`src/rtl/spi_sdo_chan_mux.sv`:
```
// Single-engine SPI mode-0 transmitter that serialises one word to the target picked by sel.
// SDO rests at IDLE_SDO and every chip-select stays high whenever no transfer is active.
module spi_sdo_chan_mux #(
   parameter int   NCH      = 16,
   parameter int   SEL_W    = 4,
   parameter int   DATA_W   = 8,
   parameter int   CLK_DIV  = 2,
   parameter logic IDLE_SDO = 1'b1
) (
   input  logic              clk,
   input  logic              rst_n,
   input  logic [SEL_W-1:0]  sel,
   input  logic              start,
   input  logic [DATA_W-1:0] data_in,
   input  logic              msb_first,
   output logic              ready,
   output logic              done,
   output logic              err,
   output logic              sclk,
   output logic [NCH-1:0]    cs_n,
   output logic              sdo
);

   localparam int                DIV_W     = $clog2(CLK_DIV + 1);
   localparam int                BIT_W     = $clog2(DATA_W + 1);
   localparam logic [DIV_W-1:0]  DIV_LAST  = DIV_W'(CLK_DIV - 1);
   localparam logic [BIT_W-1:0]  BIT_LAST  = BIT_W'(DATA_W - 1);
   localparam logic [SEL_W:0]    SEL_LIMIT = (SEL_W + 1)'(NCH);

   typedef enum logic [1:0] {
      IDLE  = 2'd0,
      SETUP = 2'd1,
      SHIFT = 2'd2,
      HOLD  = 2'd3
   } state_t;

   state_t            r_state;
   logic [DIV_W-1:0]  r_div;
   logic [BIT_W-1:0]  r_bits;
   logic [DATA_W-1:0] r_shift;
   logic              r_msb;
   logic              r_ready;
   logic              r_done;
   logic              r_err;
   logic              r_sclk;
   logic [NCH-1:0]    r_cs_n;
   logic              r_sdo;

   logic              w_sel_ok;
   logic              w_div_end;
   logic              w_first_bit;
   logic [DATA_W-1:0] w_next_shift;
   logic [NCH-1:0]    w_sel_onehot;

   assign w_sel_ok     = (sel != {SEL_W{1'b0}}) && ({1'b0, sel} < SEL_LIMIT);
   assign w_div_end    = (r_div == DIV_LAST);
   assign w_first_bit  = msb_first ? data_in[DATA_W-1] : data_in[0];
   assign w_next_shift = r_msb ? (r_shift << 1) : (r_shift >> 1);
   assign w_sel_onehot = {{(NCH-1){1'b0}}, 1'b1} << sel;

   // Transfer sequencer: accept, setup, shift, hold, with all outputs registered
   always_ff @(posedge clk) begin
      if (!rst_n) begin
         r_state <= IDLE;
         r_div   <= {DIV_W{1'b0}};
         r_bits  <= {BIT_W{1'b0}};
         r_shift <= {DATA_W{1'b0}};
         r_msb   <= 1'b1;
         r_ready <= 1'b1;
         r_done  <= 1'b0;
         r_err   <= 1'b0;
         r_sclk  <= 1'b0;
         r_cs_n  <= {NCH{1'b1}};
         r_sdo   <= IDLE_SDO;
      end else begin
         r_done <= 1'b0;
         r_err  <= 1'b0;
         case (r_state)
            IDLE: begin
               if (start && w_sel_ok) begin
                  r_shift <= data_in;
                  r_msb   <= msb_first;
                  r_cs_n  <= ~w_sel_onehot;
                  r_sdo   <= w_first_bit;
                  r_ready <= 1'b0;
                  r_div   <= {DIV_W{1'b0}};
                  r_bits  <= {BIT_W{1'b0}};
                  r_state <= SETUP;
               end else if (start) begin
                  r_err <= 1'b1;
               end else begin
                  r_state <= IDLE;
               end
            end
            SETUP: begin
               if (w_div_end) begin
                  r_div   <= {DIV_W{1'b0}};
                  r_state <= SHIFT;
               end else begin
                  r_div <= r_div + 1'b1;
               end
            end
            SHIFT: begin
               if (!w_div_end) begin
                  r_div <= r_div + 1'b1;
               end else if (!r_sclk) begin
                  r_div  <= {DIV_W{1'b0}};
                  r_sclk <= 1'b1;
               end else begin
                  // Falling edge: the last one leaves sdo on the final bit
                  r_div  <= {DIV_W{1'b0}};
                  r_sclk <= 1'b0;
                  r_bits <= r_bits + 1'b1;
                  if (r_bits == BIT_LAST) begin
                     r_state <= HOLD;
                  end else begin
                     r_shift <= w_next_shift;
                     r_sdo   <= r_msb ? w_next_shift[DATA_W-1] : w_next_shift[0];
                  end
               end
            end
            HOLD: begin
               if (w_div_end) begin
                  r_div   <= {DIV_W{1'b0}};
                  r_cs_n  <= {NCH{1'b1}};
                  r_sdo   <= IDLE_SDO;
                  r_done  <= 1'b1;
                  r_ready <= 1'b1;
                  r_state <= IDLE;
               end else begin
                  r_div <= r_div + 1'b1;
               end
            end
            default: begin
               r_state <= IDLE;
               r_ready <= 1'b1;
               r_sclk  <= 1'b0;
               r_cs_n  <= {NCH{1'b1}};
               r_sdo   <= IDLE_SDO;
            end
         endcase
      end
   end

   assign ready = r_ready;
   assign done  = r_done;
   assign err   = r_err;
   assign sclk  = r_sclk;
   assign cs_n  = r_cs_n;
   assign sdo   = r_sdo;

endmodule

```
`config.mk`:
```
export PLATFORM = sky130hd
export DESIGN_NAME = spi_sdo_chan_mux
export DESIGN_NICKNAME = d
export VERILOG_FILES = /design/src/rtl/spi_sdo_chan_mux.sv
export SDC_FILE = /design/constraint.sdc
export NUM_CORES = 1
export LEC_CHECK = 0
export ABC_AREA = 0
export BUFFER_PORTS_ARGS = -buffer_cell sky130_fd_sc_hd__buf_2
export CAP_MARGIN = 0
export CORE_MARGIN = 5
export CORE_UTILIZATION = 59
export DETAILED_ROUTE_END_ITERATION = 12
export GPL_TIMING_DRIVEN = 0
export PLACE_DENSITY = 0.89
export SLEW_MARGIN = 20
export SYNTH_ARGS = -nofsm -noshare
export SYNTH_HDL_FRONTEND = slang
export SYNTH_SLANG_ARGS = --single-unit
```
`constraint.sdc`:
```
create_clock -name clk -period 5 [get_ports clk]
set_input_delay 0.5 -clock clk [delete_from_list [all_inputs] [get_ports clk]]
set_output_delay 0.5 -clock clk [all_outputs]
set_load 0.005 [all_outputs]
```
==> run metrics <==
Layout Cells excl Fill ~310; Final Hold Viols 0; via count 1745; grt met1 use 0.231; Compound-Gate Fraction of Synth Area 0.167; initial core utilization 0.621; CP max stage delay 0.58 ns; Max Cap Viol 0; Clock Skews 0.0137 ns; clock buffer count from CTS 5; unrepaired setup endpoints after global routing false; slowest CP cell o21ai_1; Root Buffer Master clkbuf_4; Die X roughly 67 um; Slew Viols, Final 0; Crit. Startpoint r_state[0]; main combinational cell family by area after synthesis simple AND/OR/NAND/NOR gates; Setup violations, final 0; PD cells just under 500 nW/um^2; Sw Pwr approximately 0.45 mW; Tmin final around 2.2 ns; Worst-Skew Late Latency between 0.3 and 0.4 ns; layout cells sized above 1 0.196; drt total wl about 4.2 mm; H-tree depth 2; Fin Setup TNS 0 ns; Most common cell on crit path o21ai_1; CP Buf/Inv Count 3; syn_nets approximately 250; fin nets between 200 and 300; Post-CTS Resized 0; Top Ports 37; area of the core approximately 3100 sq um; Combinational Power Share 0.445; CP Cell Sequence inv_1, ha_1, clkbuf_1, nand4b_1, o21ai_1, and2_1, buf_2, o21ai_1; chip height ~67 um; yosys warns 0; Hold Buf Count CTS 0; placed cells slightly above 300; maximum vdd ir drop roughly 320 uV; Cell variety after synth 42; drc violations 0; vias in the first global route 1633; ys flop type dfxtp_1; post-synthesis mux area share 0.0785; post-route antenna net violation count 0; Flop pwr share 0.367; Sw Share 0.403; Crit. End Element register; Synth Area in Simple Gates 0.258; GRT met3 Usage 0.0399; Worst setup SP type register; Worst EP required ~5.2 ns; achievable frequency between 400 and 500 MHz; num rows 20; Leak slightly above 0.9 nW; Synth Area in Adders 0.0389; Worst Max-Slew Pin Slew about 0.68 ns; status finished clean; Int Pwr 0.658 mW; Area growth, synth to finish 15.3%; Via density around 5.6; global-route wire length before repair between 7 and 8 mm; diode count 0; Avg Inst Size Synth 8.42 sq um; CTS tree yes; reg-to-reg startpoint r_state[0]; remaining global-route overflow 0; period utilization 0.442; initial antenna violation count 0; GR Util met2 0.375; Overall Global Routing Usage 0.203; Seq/Total Area, Yosys 0.395; Synth Register Bits 38; Crit Path Category reg -> reg; Hold Crit Class in -> reg; GPL Wtd Cong slightly above 0.8; cell family with most CP delay compound AO/OA/AOI/OAI gates; hold_sp msb_first; pin count of the biggest net entering global routing 12; I/O Buffers 33; Post-synth EDFFs 0; dpl hpwl around 3.2 mm; 1st-iter DRT viols between 200 and 250; synthesized area about 1900 sq um; cells after synthesis 229; Clock Sinks 38; clock share of power 0.187; DIE AREA approximately 4500 sq um; share of flip-flops with an asynchronous set or reset 0; Synth Area in XOR/XNOR 0.00909; Reg clk slew, reported paths roughly 0.12 ns; WL per Instance ~13 um; crit-path max FO 9; CP arrival around 2.4 ns; number of setup buffers added after CTS 0; normalized max-slew margin 0.546; clk buf depth 2; GR peak layer met2; drt pass-1 iters 4
-- placed cells by master, fill, tap and decap left out, types with 2 or more instances in the layout --
cell type,netlist,final
nand3_1,3,3
nand2_1,15,15
inv_1,6,6
mux2i_1,14,14
nand2b_1,4,4
and2_1,4,4
dfxtp_1,38,38
o2111ai_1,2,2
buf_2,4,37
nor2b_1,4,4
nor2_1,29,29
nor3b_1,2,2
and3b_1,2,2
o211a_1,2,2
o211ai_1,2,2
o21ai_1,7,7
a21oi_1,10,10
o21ai_0,18,18
nand3b_1,4,4
clkbuf_1,10,12
clkbuf_4,0,5
nor3_1,12,12
ha_1,6,6
nand4_1,8,8
xnor2_1,2,2
nor4_1,4,4
-- kinds of logic after synthesis --
family / Yosys count
compound gates: 48
simple gates: 97
buf+inv: 23
flops: 38
mux: 15
fa+ha+maj: 6
xor+xnor: 2
-- power by group through the flow --
stage / Sequential (mW) / Combinational (mW) / Clock, mW
finish: 0.405 / 0.491 / 0.207
detailed placement: 0.411 / 0.487 / 0
floorplan: 0.401 / 0.382 / 0
CTS: 0.404 / 0.488 / 0.209
global placement: 0.409 / 0.471 / 0
global route: 0.412 / 0.548 / 0.221
-- path summary, 6_finish.rpt --
kind	depth (start not counted)	to	slack (ns)
worst max-delay path	8	r_shift[2]	2.79
worst min-delay path	3	r_msb	0.41
worst min register to register	1	cs_n[0]	0.45
worst max register to register	8	r_shift[2]	2.79
-- synthesized netlist by cell type (2+ instances only) --
library cell,number,area [sq um]
inv_1,6,22.5
and3b_1,2,17.5
nand3b_1,4,30.0
nand2b_1,4,25.0
dfxtp_1,38,761
and2_1,4,25.0
ha_1,6,75.1
nor3b_1,2,15.0
nor2_1,29,109
nor2b_1,4,25.0
nand4_1,8,50.1
o211ai_1,2,15.0
nor4_1,4,25.0
a21oi_1,10,50.1
o211a_1,2,20.0
xnor2_1,2,17.5
o21ai_1,7,35.0
nor3_1,12,60.1
mux2i_1,14,140
clkbuf_1,10,37.5
nand2_1,15,56.3
o21ai_0,18,90.1
buf_2,4,20.0
o2111ai_1,2,17.5
nand3_1,3,15.0
-- per-layer routing --
layer,part of all wire,routed length [um],vias to the layer above
met5,0,0,-
met4,0.0064,27,0
met3,0.067,280,6
met2,0.49,2040,47
met1,0.44,1850,800
li1,-,-,892
-- cell type report --
cell class / count / area (sq um)
flip-flops and latches: 38 / 761
clock inverters: 1 / 30.0
multi-input cells: 168 / 1060
clock buffers: 7 / 45.0
fillers: 265 / 880
inverters: 6 / 22.5
repair buffers: 33 / 165
well taps: 44 / 55.1
plain buffers: 17 / 81.3
-- worst reg2reg max path: stages, from the launching register on --
cell and delay [ns]:
dfxtp_1 0.35, inv_1 0.11, ha_1 0.16, clkbuf_1 0.24
nand4b_1 0.18, o21ai_1 0.58, and2_1 0.21, buf_2 0.20
o21ai_1 0.09
-- stage by stage --
stage	hold WS (ns)	util	setup WS (ns)	cell area [sq um]	total power, mW
after floorplan	0.440	-	3.15	1930	0.784
after global placement	0.424	0.692	2.91	2150	0.880
after detailed placement	0.429	0.692	2.86	2150	0.898
after CTS	0.406	0.717	2.85	2220	1.10
after global routing	0.407	0.717	2.70	2220	1.18
final	0.407	0.717	2.79	2220	1.10
-- sequential cells by signal (all words and copies together), names as in the netlist --
name,flops
cs_n,16
done,1
err,1
r_bits,4
r_div,2
r_msb,1
r_shift,8
r_state,2
ready,1
sclk,1
sdo,1
Power figures use the tool's default switching activity.
